==> src/rtl/halt_mem_dumper_if.sv <==
// SRAM read port and element stream of halt_mem_dumper.
// master = dumper side, slave = SRAM/consumer side.
interface halt_mem_dumper_if #(
    parameter int ADDR_W = 16,
    parameter int DATA_W = 64
) ();
    logic              mem_rd_en;
    logic [ADDR_W-1:0] mem_addr;
    logic [31:0]       mem_rdata;
    logic              dump_valid;
    logic              dump_ready;
    logic [15:0]       dump_index;
    logic [ADDR_W-1:0] dump_addr;
    logic [DATA_W-1:0] dump_data;

    modport master (
        output mem_rd_en, mem_addr,
        input  mem_rdata,
        output dump_valid, dump_index, dump_addr, dump_data,
        input  dump_ready
    );

    modport slave (
        input  mem_rd_en, mem_addr,
        output mem_rdata,
        input  dump_valid, dump_index, dump_addr, dump_data,
        output dump_ready
    );
endinterface

==> src/rtl/halt_mem_dumper.sv <==
// On halt, reads COUNT elements of DATA_W bits from the data SRAM and streams them out.
// Optional console FIFO for print events is built when HALT_DUMPER_CONSOLE_EN is defined.
module halt_mem_dumper #(
    parameter int ADDR_W    = 16,
    parameter int DATA_W    = 64,
    parameter int BASE_ADDR = 0,
    parameter int COUNT     = 9,
    parameter int STRIDE    = 8,
    parameter int CON_DEPTH = 4
) (
    input  logic              clk,
    input  logic              rst,
    input  logic              halt,
    halt_mem_dumper_if.master bus,
    output logic              busy,
    output logic              done,
    input  logic              print_flag,
    input  logic [7:0]        print_char,
    output logic              char_valid,
    output logic [7:0]        char_data,
    input  logic              char_ready,
    output logic              con_overflow
);
    localparam int                BEATS     = DATA_W / 32;
    localparam int                BEAT_W    = (BEATS > 1) ? $clog2(BEATS) : 1;
    localparam logic [BEAT_W-1:0] LAST_BEAT = BEAT_W'(BEATS - 1);
    localparam logic [15:0]       LAST_IDX  = 16'((COUNT > 0) ? COUNT - 1 : 0);

    typedef enum logic [2:0] {IDLE, RD, CAP, OUT, DONE} state_t;

    state_t            state, state_nxt;
    logic [15:0]       idx;
    logic [BEAT_W-1:0] beat;
    logic [DATA_W-1:0] data_q;
    logic [ADDR_W-1:0] elem_addr;
    logic [ADDR_W-1:0] rd_addr;
    logic              last_beat;
    logic              last_elem;

    // Address arithmetic is done in 32 bits and truncated, so wrap-around is free.
    assign elem_addr = ADDR_W'(BASE_ADDR + int'(idx) * STRIDE);
    assign rd_addr   = elem_addr + ADDR_W'(int'(beat) * 4);
    assign last_beat = (beat == LAST_BEAT);
    assign last_elem = (idx == LAST_IDX);

    // NOTE: sequential state uses non-blocking (<=) so every flop samples pre-edge values.
    always_ff @(posedge clk or posedge rst) begin
        if (rst) state <= IDLE;
        else     state <= state_nxt;
    end

    // NOTE: every combinational output gets a default first, so no path can infer a latch.
    always_comb begin
        state_nxt = state;
        case (state)
            IDLE:    if (halt) state_nxt = (COUNT == 0) ? DONE : RD;
            RD:      state_nxt = CAP;
            CAP:     state_nxt = last_beat ? OUT : RD;
            OUT:     if (bus.dump_ready) state_nxt = last_elem ? DONE : RD;
            DONE:    state_nxt = DONE;
            default: state_nxt = IDLE;
        endcase
    end

    always_ff @(posedge clk or posedge rst) begin
        if (rst) begin
            idx    <= '0;
            beat   <= '0;
            data_q <= '0;
        end else begin
            case (state)
                IDLE: if (halt) begin
                    idx  <= '0;
                    beat <= '0;
                end
                CAP: begin
                    // Beat b lands in bits [32b +: 32]: lowest address in lowest bits.
                    for (int b = 0; b < BEATS; b++)
                        if (beat == BEAT_W'(b)) data_q[32*b +: 32] <= bus.mem_rdata;
                    if (!last_beat) beat <= beat + 1'b1;
                end
                OUT: if (bus.dump_ready && !last_elem) begin
                    idx  <= idx + 16'd1;
                    beat <= '0;
                end
                default: ;
            endcase
        end
    end

    always_comb begin
        bus.mem_rd_en  = 1'b0;
        bus.mem_addr   = '0;
        bus.dump_valid = 1'b0;
        bus.dump_index = '0;
        bus.dump_addr  = '0;
        bus.dump_data  = '0;
        busy           = 1'b0;
        done           = 1'b0;
        case (state)
            RD: begin
                bus.mem_rd_en = 1'b1;
                bus.mem_addr  = {rd_addr[ADDR_W-1:2], 2'b00};
                busy          = 1'b1;
            end
            CAP: busy = 1'b1;
            OUT: begin
                busy           = 1'b1;
                bus.dump_valid = 1'b1;
                bus.dump_index = idx;
                bus.dump_addr  = elem_addr;
                bus.dump_data  = data_q;
            end
            DONE:    done = 1'b1;
            default: ;
        endcase
    end

`ifdef HALT_DUMPER_CONSOLE_EN
    localparam int PTR_W = $clog2(CON_DEPTH);

    logic [7:0]       fifo_mem [CON_DEPTH];
    logic [PTR_W-1:0] wr_ptr, rd_ptr;
    logic [PTR_W:0]   fill;
    logic             flag_q, push, pop, full, accept;

    // print_flag is toggle-signalled: either edge is one event.
    assign push       = print_flag ^ flag_q;
    assign pop        = char_valid & char_ready;
    assign full       = (fill == (PTR_W + 1)'(CON_DEPTH));
    assign accept     = push & (~full | pop);
    assign char_valid = (fill != '0);
    assign char_data  = char_valid ? fifo_mem[rd_ptr] : 8'h00;

    always_ff @(posedge clk or posedge rst) begin
        if (rst) begin
            flag_q       <= 1'b0;
            wr_ptr       <= '0;
            rd_ptr       <= '0;
            fill         <= '0;
            con_overflow <= 1'b0;
        end else begin
            flag_q <= print_flag;
            if (accept) wr_ptr <= wr_ptr + 1'b1;
            if (pop)    rd_ptr <= rd_ptr + 1'b1;
            if (accept && !pop)      fill <= fill + 1'b1;
            else if (pop && !accept) fill <= fill - 1'b1;
            if (push && !accept) con_overflow <= 1'b1;
        end
    end

    // NOTE: FIFO storage is not reset; fill gates char_data, so stale entries are never seen.
    always_ff @(posedge clk) begin
        if (accept) fifo_mem[wr_ptr] <= print_char;
    end
`else
    logic con_unused;

    assign char_valid   = 1'b0;
    assign char_data    = 8'h00;
    assign con_overflow = 1'b0;
    assign con_unused   = ^{print_flag, print_char, char_ready, 32'(CON_DEPTH)};
`endif

endmodule

==> src/flat_wrapper.sv <==
// flat-port wrapper written by rule: the top's interface ports become plain ports
module halt_mem_dumper_flat 
#(
    parameter int ADDR_W    = 16,
    parameter int DATA_W    = 64,
    parameter int BASE_ADDR = 0,
    parameter int COUNT     = 9,
    parameter int STRIDE    = 8,
    parameter int CON_DEPTH = 4
)
  (clk, rst, halt, busy, done, print_flag, print_char, char_valid, char_data, char_ready, con_overflow, bus_mem_rd_en, bus_mem_addr, bus_mem_rdata, bus_dump_valid, bus_dump_index, bus_dump_addr, bus_dump_data, bus_dump_ready);
  halt_mem_dumper_if #(.ADDR_W(ADDR_W), .DATA_W(DATA_W)) bus_i ();
  input  logic clk;
  input  logic rst;
  input  logic halt;
  output logic busy;
  output logic done;
  input  logic print_flag;
  input  logic [7:0] print_char;
  output logic char_valid;
  output logic [7:0] char_data;
  input  logic char_ready;
  output logic con_overflow;
  output wire logic [$bits(bus_i.mem_rd_en)-1:0] bus_mem_rd_en;
  output wire logic [$bits(bus_i.mem_addr)-1:0] bus_mem_addr;
  input wire logic [$bits(bus_i.mem_rdata)-1:0] bus_mem_rdata;
  output wire logic [$bits(bus_i.dump_valid)-1:0] bus_dump_valid;
  output wire logic [$bits(bus_i.dump_index)-1:0] bus_dump_index;
  output wire logic [$bits(bus_i.dump_addr)-1:0] bus_dump_addr;
  output wire logic [$bits(bus_i.dump_data)-1:0] bus_dump_data;
  input wire logic [$bits(bus_i.dump_ready)-1:0] bus_dump_ready;
  assign bus_mem_rd_en = bus_i.mem_rd_en;
  assign bus_mem_addr = bus_i.mem_addr;
  assign bus_i.mem_rdata = bus_mem_rdata;
  assign bus_dump_valid = bus_i.dump_valid;
  assign bus_dump_index = bus_i.dump_index;
  assign bus_dump_addr = bus_i.dump_addr;
  assign bus_dump_data = bus_i.dump_data;
  assign bus_i.dump_ready = bus_dump_ready;
  halt_mem_dumper #(.ADDR_W(ADDR_W), .DATA_W(DATA_W), .BASE_ADDR(BASE_ADDR), .COUNT(COUNT), .STRIDE(STRIDE), .CON_DEPTH(CON_DEPTH)) u_core (.clk(clk), .rst(rst), .halt(halt), .bus(bus_i), .busy(busy), .done(done), .print_flag(print_flag), .print_char(print_char), .char_valid(char_valid), .char_data(char_data), .char_ready(char_ready), .con_overflow(con_overflow));
endmodule
==> config.mk <==
export PLATFORM = sky130hd
export DESIGN_NAME = halt_mem_dumper_flat
export DESIGN_NICKNAME = d
export VERILOG_FILES = /design/src/rtl/halt_mem_dumper_if.sv /design/src/rtl/halt_mem_dumper.sv /design/src/flat_wrapper.sv
export SDC_FILE = /design/constraint.sdc
export NUM_CORES = 1
export LEC_CHECK = 0
export BUFFER_PORTS_ARGS = -buffer_cell sky130_fd_sc_hd__buf_2
export CAP_MARGIN = 25
export CORE_MARGIN = 1
export CORE_UTILIZATION = 37
export DETAILED_ROUTE_END_ITERATION = 7
export GPL_TIMING_DRIVEN = 1
export PLACE_DENSITY = 0.66
export SYNTH_ARGS = -nofsm -noshare
export SYNTH_HDL_FRONTEND = slang
export SYNTH_SLANG_ARGS = --single-unit
==> constraint.sdc <==
create_clock -name clk -period 2.3 [get_ports clk]
set_clock_uncertainty 0.05 [all_clocks]
set_input_delay 0 -clock clk [delete_from_list [all_inputs] [get_ports clk]]
set_output_delay 0 -clock clk [all_outputs]
set_load 0.01 [all_outputs]
==> results of run 1 <==
layout by cell type, fill, tap and decap left out, types with 5 or more instances in the layout:
cell type	n
o31ai_1	5
buf_2	146
dfrtp_1	84
and2_1	95
nand3_1	6
dlygate4sd3_1	35
clkbuf_16	9
nand2_1	8
mux2_2	65
conb_1	15
o21ai_0	7
nor2_1	12
buf_4	5
inv_1	5
worst max-delay path, cell delays in order, from the launching register on:
cell	delay [ns]
dfrtp_1	0.52
nand3b_1	0.21
clkinv_2	0.29
buf_4	0.34
and2_1	0.19
buf_2	0.14
metrics by stage:
stage,hold WS (ns),instances,utilization [%],setup slack [ns]
5_1_grt,0.285,709,50.1,0.0204
4_1_cts,0.239,709,50.1,0.144
6_report,0.214,709,50.1,0.225
3_5_place_dp,0.0498,658,44.7,0.322
3_3_place_gp,0.0444,658,44.7,0.352
2_1_floorplan,0.101,416,-,0.0849
layer usage:
metal	up-vias	wire length (um)	global-route usage (%)
met3	6	722	5.50
met1	1690	4670	22.7
met4	0	61	4.50
met5	-	0	0
li1	1651	-	-
met2	116	5080	27.9
power groups by stage:
stage          Sequential [mW]  Combinational [mW]  Clock, mW
6_report                  2.51                3.04       1.40
4_1_cts                   2.51                3.08       1.43
2_1_floorplan             2.36                2.18          0
3_3_place_gp              2.47                2.95          0
5_1_grt                   2.61                3.33       1.50
3_5_place_dp              2.53                3.02          0
worst paths after layout:
check,from,endpoint,slack [ns],depth (start not counted)
hold reg to reg,u_core.data_q[22],u_core.data_q[22],0.45,1
setup / recovery,u_core.state[2],bus_dump_data[19],0.22,5
setup reg to reg,u_core.state[0],u_core.idx[0],0.31,4
hold / removal,rst,u_core.idx[4],0.21,3
max in group asynchronous,rst,u_core.data_q[4],1.31,4
min in group clk,bus_mem_rdata[28],u_core.data_q[28],0.39,3
what timing repair did:
item,in CTS,in global routing
setup buffers,0,0
hold buffers,35,0
setup endpoints to repair,0,14
hold endpoints to repair,99,0
resized for setup,0,1
state kept, by name (all words and copies together), names as in the netlist:
register	cells
u_core.state	3
u_core.idx	16
u_core.data_q	64
u_core.beat	1
kinds of logic (layout without fill, tap and decap cells):
| family | count (synthesis) | in the layout |
|---|---|---|
| compound gates | 40 | 40 |
| buf+inv | 62 | 212 |
| other cells | 1 | 15 |
| fa+ha+maj | 2 | 2 |
| mux | 65 | 65 |
| flops | 84 | 84 |
| simple gates | 148 | 148 |
final cells by class:
| class | instances | area [sq um] | share of cell area, % |
|---|---|---|---|
| Clock buffer | 9 | 225 | 3.88 |
| Clock inverter | 7 | 56.3 | 0.971 |
| Inverter | 7 | 28.8 | 0.496 |
| Multi-Input combinational cell | 270 | 2030 | 35.0 |
| Sequential cell | 84 | 2100 | 36.2 |
| Tap cell | 143 | 179 | 3.09 |
| Timing Repair Buffer | 189 | 1180 | 20.3 |
==> key figures, run 1 <==
STA
  – Worst-margin pin slew: 0.622 ns
  – Final hold vios: 0
  – Minimum clock period: approximately 2.1 ns
  – Max-slew violation count: 0
  – Slew HR: between 50% and 60%
  – RSZ-0062 raised after global routing: no
  – Setup violation total in the final timing report: 0
  – Tcrit/Tclk final: between 90% and 100%
  – Max Fclk: about 0.48 GHz
  – Setup TNS: 0 ns

Synthesis
  – Distinct cells, synth: 47
  – Mean Syn Cell Area: 11.1 sq um
  – Ys Warns: 0
  – Flop and latch count out of synthesis: 84
  – Post-synth ARST share: 100%
  – Count leader, synth: and2_1
  – Mux cell area share after synthesis: 16.5%
  – Synth Area in XOR/XNOR: 0%
  – Yosys top cell area share: approximately 47%
  – Top_reg_cell synth: dfrtp_1
  – Post-synthesis cell count: about 400
  – Synth cell count leaders: and2_1 (95), dfrtp_1 (84), mux2_2 (65)
  – Synth Area in Adders: less than 1%
  – Synth Area in Compound Gates: under 10%
  – Synth top area cells: dfrtp_1 (47%), mux2_2 (16%), and2_1 (13%), buf_4 (4.7%), buf_2 (1.2%)
  – Mapped Area: between 0.004 and 0.005 sq mm
  – EDFF count, synth: 0
  – Sequential area share after synthesis: a little under half
  – Area fraction in and, or, nand and nor cells after synthesis: roughly a fifth
  – Largest family of logic cells by synthesized area: simple AND/OR/NAND/NOR gates
  – Largest area contributor in the netlist: dfrtp_1

Pwr
  – Combinational power share: about 44%
  – Psw: between 2 and 3 mW
  – P_leak: 2.89 nW
  – Pwr Density: roughly 1200 mW/mm^2
  – Net Sw Frac: a little over a third
  – Peak supply drop: between 0.6 and 0.7 mV
  – Design Power: 6.95 mW
  – Clock Power Share: roughly 20%
  – Cell-internal power: roughly 4.4 mW
  – Sequential share of power: between 30% and 40%

Setup path
  – Worst-path fanout max: 32
  – CP required: around 2.3 ns
  – Worst path arrival time: approximately 2.0 ns
  – Worst Setup Start Kind: flip-flop
  – Setup Crit Path Kind: flip-flop to primary output
  – Setup crit end kind: primary output

Clocking
  – Clk sink count: 84
  – Root Buffer: clkbuf_16
  – Clock Tree Buf Depth: 2
  – CTS tree: yes
  – Clk slew on worst S/H paths: 0.07 ns
  – Htree depth: 3
  – CTS buffer count: 9
  – Clk Latency, worst-skew pair: between 0.3 and 0.4 ns

Floorplan
  – Die span in y: between 100 and 150 um
  – Total die area: about 0.012 sq mm
  – Core footprint: roughly 0.012 sq mm
  – Die width: between 100 and 150 um
  – Row count: 39
  – Initial Util: roughly two fifths
  – # IOs: 172

GRT
  – Grt ovf: 0
  – Initial antenna violation count: 0
  – Vias in the first global route: around 3400
  – Largest net degree at the start of global routing: 53
  – Total GRT Usage: 17.4%
  – First-pass GRT wire length: 17300 um

Finish
  – N_diodes: 0
  – Share of cells above drive strength 1: between 40% and 50%
  – Layout area overhead: 30.4%
  – Nets: ~610
  – Final instance area: 0.00580 sq mm
  – Fill count: ~1100

Drt
  – Final WL: ~11000 um
  – Iteration-0 DRC Markers: around 120
  – Drt wl/cell: approximately 15 um
  – Drt first pass iters: 8
  – DRC: 24
  – DR vias: roughly 3500
  – Post-DRT Antenna Nets: 0
  – Via density per instance: about 4.9

Placement
  – Port bufs: between 100 and 150
  – Hpwl dp: roughly 7000 um
  – Final Wtd Congestion: ~0.8
  – Post-DP Area: 0.00517 sq mm

Min path
  – Worst Hold Class: input port to asynchronous set/reset pin

Job
  – Max-Cap Viols: 0

Run status
  – Violated checks: design-rule violations
  – Outcome: finished with violations
(Power assumes the default switching activity.)
==> inputs of run 2 (changes only) <==
--- a/config.mk
+++ b/config.mk
@@ -9,6 +9,7 @@
 export CAP_MARGIN = 25
 export CORE_MARGIN = 1
 export CORE_UTILIZATION = 37
+export CTS_BUF_LIST = sky130_fd_sc_hd__clkbuf_2 sky130_fd_sc_hd__clkbuf_4 sky130_fd_sc_hd__clkbuf_8
 export DETAILED_ROUTE_END_ITERATION = 7
 export GPL_TIMING_DRIVEN = 1
 export PLACE_DENSITY = 0.66
==> run 2 against run 1 <==
Against the previous run: the flow still finishes with violations (design-rule violations); sequential power barely moved; critical path depth unchanged; combinational power barely moved; flip-flop and latch count stayed put; first-iteration DRC count increased by 6.8%; global-route usage is essentially flat; largest cell class unchanged; power shrank 5.6%; via count increased by 0.46%; clock power fell by 27%; sequential share of layout area increased by 0.64 points.
==> key figures, run 2 (same netlist as run 1, synthesis figures left out) <==
Run status
  – Outcome: finished with violations
  – Violated checks: design-rule violations

Setup path
  – Setup crit end kind: primary output
  – Setup Crit Path Kind: flip-flop to primary output
  – Worst Setup Start Kind: flip-flop
  – Worst path arrival time: roughly 2 ns
  – CP required: between 2 and 2.5 ns
  – Worst-path fanout max: 32

Finish
  – Fin util: about half
  – Fill count: ~1100
  – N_diodes: 0
  – Largest register by flop count: u_core.data_q
  – Most common cell after layout, fill and taps aside: buf_2
  – Nets: approximately 610
  – Commonest cells after routing, fill and taps aside: buf_2 (146), and2_1 (95), dfrtp_1 (84)
  – Share of cells above drive strength 1: between 40% and 50%
  – Biggest regs: u_core.data_q x64, u_core.idx x16, u_core.state x3
  – Layout area overhead: 28.1%
  – Largest register FFs: 64

STA
  – RSZ-0062 raised after global routing: no
  – Tcrit/Tclk final: approximately 90%
  – Worst-margin pin slew: just over 0.6 ns
  – Final hold vios: 0
  – Minimum clock period: ~2.1 ns
  – Setup TNS: 0 ns
  – Setup violation total in the final timing report: 0
  – Final WS setup: around 0.22 ns
  – Max-slew violation count: 0
  – Slew HR: between 50% and 60%
  – Max Fclk: a little under 0.5 GHz

Floorplan
  – Initial Util: between 30% and 40%
  – Die span in y: 112 um
  – Die width: between 100 and 150 um
  – Total die area: 0.0125 sq mm
  – Core footprint: approximately 0.012 sq mm
  – # IOs: between 150 and 200
  – Row count: 39

Clocking
  – Htree depth: 3
  – Clk sink count: 84
  – Clk Latency, worst-skew pair: 0.36 ns
  – Root Buffer: clkbuf_8
  – CTS buffer count: 9
  – Post-CTS setup buffers: 0
  – CTS tree: yes
  – Clock Tree Buf Depth: 2
  – Clk slew on worst S/H paths: around 0.09 ns

Placement
  – DP Worst Slack: roughly 0.32 ns
  – Final Wtd Congestion: about 0.78
  – Hpwl dp: about 7000 um
  – Port bufs: approximately 150

Pwr
  – Clock Power Share: around 16%
  – Peak supply drop: a little over 0.6 mV
  – Sequential share of power: 38.2%
  – P_leak: approximately 2.8 nW
  – Psw: between 2 and 2.5 mW
  – Net Sw Frac: 37.7%
  – Cell-internal power: 4.09 mW
  – Combinational power share: between 40 and 50%
  – Pwr Density: 1150 mW/mm^2

Drt
  – DR vias: around 3500
  – Via density per instance: between 4 and 5
  – Post-DRT Antenna Nets: 0
  – Drt first pass iters: 8
  – Final WL: ~10000 um
  – DRC: 12
  – Iteration-0 DRC Markers: 125
  – Drt wl/cell: ~15 um

GRT
  – Largest net degree at the start of global routing: 53
  – Vias in the first global route: approximately 3400
  – Total GRT Usage: 17.4%
  – First-pass GRT wire length: ~17000 um
  – Initial antenna violation count: 0
  – Grt ovf: 0

Min path
  – Worst Hold Class: input port to asynchronous set/reset pin

Job
  – Max-Cap Viols: 0
[run 2: worst max-delay path: stages (launching register included)]
cell and delay [ns]:
dfrtp_1 0.50, nand3b_1 0.28, inv_4 0.24, buf_4 0.33
and2_1 0.18, buf_2 0.14
[run 2: through the flow]
| step | hold WS (ns) | power, mW | instance area (sq um) | instances |
|---|---|---|---|---|
| after floorplan | 0.101 | 4.55 | 4500 | 416 |
| after global placement | 0.0444 | 5.43 | 5170 | 658 |
| after detailed placement | 0.0498 | 5.55 | 5170 | 658 |
| after CTS | 0.202 | 6.63 | 5700 | 709 |
| after global routing | 0.246 | 7.06 | 5700 | 709 |
| final | 0.179 | 6.56 | 5700 | 709 |
[run 2: timing repair]
item | in CTS | in global routing
hold buffers | 35 | 0
gates resized for setup | 0 | 2
setup endpoints to repair | 0 | 58
hold endpoints to repair | 100 | 0
[run 2: final cells by class]
type                            instances  area [sq um]  share of cell area (%)
Timing Repair Buffer                  189          1180                    20.7
Multi-Input combinational cell        270          2030                    35.6
Tap cell                              143           179                    3.14
Inverter                                7          30.0                   0.527
Clock inverter                          7          56.3                   0.988
Clock buffer                            9           124                    2.17
Sequential cell                        84          2100                    36.9
[run 2: path summary, 6_finish.rpt]
check	startpoint	end	slack [ns]	cells after the start
setup / recovery	u_core.state[2]	bus_dump_data[19]	0.22	5
hold / removal	rst	u_core.idx[4]	0.18	3
setup reg to reg	u_core.state[0]	u_core.idx[0]	0.33	4
hold reg to reg	u_core.data_q[22]	u_core.data_q[22]	0.45	1
max in group asynchronous	rst	u_core.data_q[0]	1.34	4
min in group clk	bus_mem_rdata[16]	u_core.data_q[48]	0.36	3
[run 2: power groups by stage]
stage               clock network [mW]  logic, mW  registers (mW)
finish                            1.02       3.04            2.51
floorplan                            0       2.18            2.36
CTS                               1.04       3.08            2.51
global placement                     0       2.95            2.47
global route                      1.12       3.33            2.61
detailed placement                   0       3.02            2.53
[run 2: metal layers]
layer  part of all wire, %  track usage, %
met4                   1.3            6.40
met2                    48            27.8
met3                   6.8            4.79
met5                     0               0
met1                    44            22.5
==> inputs of run 3 (changes only) <==
--- a/config.mk
+++ b/config.mk
@@ -12,7 +12,6 @@
 export CTS_BUF_LIST = sky130_fd_sc_hd__clkbuf_2 sky130_fd_sc_hd__clkbuf_4 sky130_fd_sc_hd__clkbuf_8
 export DETAILED_ROUTE_END_ITERATION = 7
 export GPL_TIMING_DRIVEN = 1
-export PLACE_DENSITY = 0.66
 export SYNTH_ARGS = -nofsm -noshare
 export SYNTH_HDL_FRONTEND = slang
 export SYNTH_SLANG_ARGS = --single-unit
==> constraint.sdc (replaced) <==
create_clock -name clk -period 2.1 [get_ports clk]
set_clock_uncertainty 0.05 [all_clocks]
set_input_delay 0 -clock clk [delete_from_list [all_inputs] [get_ports clk]]
set_output_delay 0 -clock clk [all_outputs]
set_load 0.01 [all_outputs]
==> run 3 against run 2 <==
Against the previous run: the run still ends with design-rule violations left; core utilization is 0.96 points higher; die area stayed put; first-iteration DRC count is 9.6% higher; clock power is 27% higher; flip-flop and latch count stayed put; hold slack worse by 0.024 ns; clock-buffer cell count is 2 higher; non-clock buffer count is 6 higher; register-to-register slack worse by 0.08 ns.
==> key figures, run 3 (same netlist as run 1, synthesis figures left out) <==
Run status
  – Outcome: finished with violations
  – Violated checks: design-rule violations

STA
  – Setup violation total in the final timing report: 0
  – Setup TNS: 0 ns
  – Final WS setup: 0.153 ns
  – Max Fclk: 0.514 GHz
  – Minimum clock period: a little under 2 ns
  – Final hold vios: 0
  – Tcrit/Tclk final: between 90 and 100%
  – RSZ-0062 raised after global routing: no
  – Max-slew violation count: 0

Drt
  – WL met3: ~680 um
  – Drt wl/cell: between 10 and 15 um
  – Via density per instance: ~4.9
  – DR vias: about 3500
  – Post-DRT Antenna Nets: 0
  – WL met2: roughly 5000 um
  – Drt first pass iters: 6
  – Final WL: 10500 um
  – Iteration-0 DRC Markers: 137
  – Top Metal Used: met4
  – Metal-1 WL: around 4700 um
  – DRC: 13

Floorplan
  – Die span in y: roughly 110 um
  – Initial Util: 38.5%
  – Total die area: between 0.01 and 0.015 sq mm
  – Die width: 112 um
  – Core footprint: ~0.012 sq mm
  – Row count: 39
  – # IOs: 172

Setup path
  – Setup crit end kind: primary output
  – Worst path arrival time: around 1.9 ns
  – Flop-to-flop setup slack: between 0.2 and 0.3 ns
  – Critical-path cell list: nand3b_1, clkinv_4, buf_4, and2_1, buf_2
  – Cells on worst reg2reg path: 6
  – Reg2reg end: u_core.idx[0]
  – Worst-path fanout max: 30
  – CP bufs+invs: 3
  – CP required: ~2 ns
  – Largest stage delay on the critical path: between 0.4 and 0.5 ns
  – Slowest CP cell: dfrtp_2
  – Reg2reg start: u_core.idx[1]
  – Setup Crit Path Kind: flip-flop to primary output
  – Worst Setup Start Kind: flip-flop
  – Crit path max-delay family: buffers and inverters

Clocking
  – Clock Tree Buf Depth: 2
  – Clk Latency, worst-skew pair: ~0.35 ns
  – Post-CTS setup buffers: 0
  – CTS tree: yes
  – CTS buffer count: 9
  – Root Buffer: clkbuf_8
  – Clk slew on worst S/H paths: ~0.08 ns
  – Htree depth: 3
  – Clk sink count: 84

Pwr
  – Pwr Density: ~1300 mW/mm^2
  – P_leak: 2.89 nW
  – Peak supply drop: ~0.6 mV

Finish
  – Register Area: 0.00210 sq mm
  – Fill count: 1042
  – Fin util: 50.2%
  – Largest register by flop count: u_core.data_q
  – Layout area overhead: 30.6%
  – Share of cells above drive strength 1: 44.1%
  – Biggest regs: u_core.data_q x64, u_core.idx x16, u_core.state x3
  – Largest register FFs: between 60 and 70
  – N_diodes: 0
  – Footprint of the multi-input gates: approximately 0.002 sq mm
  – Most common cell after layout, fill and taps aside: buf_2
  – Nets: 615
  – Commonest cells after routing, fill and taps aside: buf_2 (146), and2_1 (95), dfrtp_1 (83)

GRT
  – Grt ovf: 0
  – Vias in the first global route: between 3000 and 4000
  – Largest net degree at the start of global routing: 33
  – Initial antenna violation count: 0
  – Total GRT Usage: between 10% and 20%
  – First-pass GRT wire length: 17100 um

Placement
  – Final Wtd Congestion: a little under 0.8
  – Port bufs: approximately 150
  – Hpwl dp: just over 7000 um
  – DP Worst Slack: approximately 0.25 ns

Job
  – Max-Cap Viols: 0

Min path
  – Worst Hold Class: input port to asynchronous set/reset pin
## run 3: cell count changes in the layout (fill, tap and decap cells not counted), moves of 2 or more
cell        previous run  this run
clkinv_2               3         1
buf_4                  5         9
clkbuf_8               9        11
bufinv_16              0         2
inv_6                  4         0
clkinvlp_4             0         2
## run 3: how the worst max path moves through the flow
stage / end / slack (ns) / start / cells after the start
CTS: bus_dump_data[33] / 0.02 / u_core.state[2] / 5
global placement: u_core.idx[9] / 0.31 / u_core.state[0] / 4
finish: bus_dump_data[33] / 0.15 / u_core.state[2] / 5
floorplan: u_core.idx[4] / 0.34 / u_core.state[0] / 6
global route: bus_dump_data[12] / 0.02 / u_core.state[2] / 5
detailed placement: u_core.idx[0] / 0.25 / u_core.idx[1] / 6
## run 3: routing by layer
metal	global-route usage, %	up-vias
met5	0	-
met1	22.0	1669
met4	5.95	0
met3	5.12	9
met2	27.9	124
li1	-	1662
## run 3: power breakdown
group / internal [mW] / total [mW] / leakage [nW] / switching (mW)
Combinational: 1.75 / 3.41 / 1.75 / 1.66
Clock: 0.727 / 1.30 / 0.111 / 0.572
Sequential: 2.33 / 2.71 / 1.03 / 0.383
## run 3: area by class of cell
class | instances | area share, %
sequential | 84 | 36.2
multi-input combinational | 270 | 34.9
timing repair buffer | 195 | 21.3
tap | 143 | 3.08
clock buffer | 11 | 2.61
clock inverter | 4 | 1.25
inverter | 7 | 0.603
## run 3: what timing repair did
action                                  4_1_cts  5_1_grt
endpoints found under the setup margin       54       54
hold endpoints to repair                    134        0
hold buffers                                 35        0
gates resized for setup                       2        3
## run 3: worst register-to-register path, delay by kind of cell (launching register included)
kind                     cells  cell delay (ns)
buffers and inverters        1             0.11
adder cells (fa/ha/maj)      1             0.15
AND/OR/NAND/NOR              3             0.72
multiplexers                 1             0.26
flip-flops                   1             0.44
## run 3: per-stage QoR
step / cells / power [mW] / cell area [sq um] / hold slack [ns]
after floorplan: 416 / 4.98 / 4500 / 0.101
after global placement: 664 / 6.01 / 5230 / -0.00976
after detailed placement: 664 / 6.11 / 5230 / -0.00528
after CTS: 714 / 7.50 / 5810 / 0.149
after global routing: 714 / 7.95 / 5810 / 0.201
final: 714 / 7.42 / 5810 / 0.154
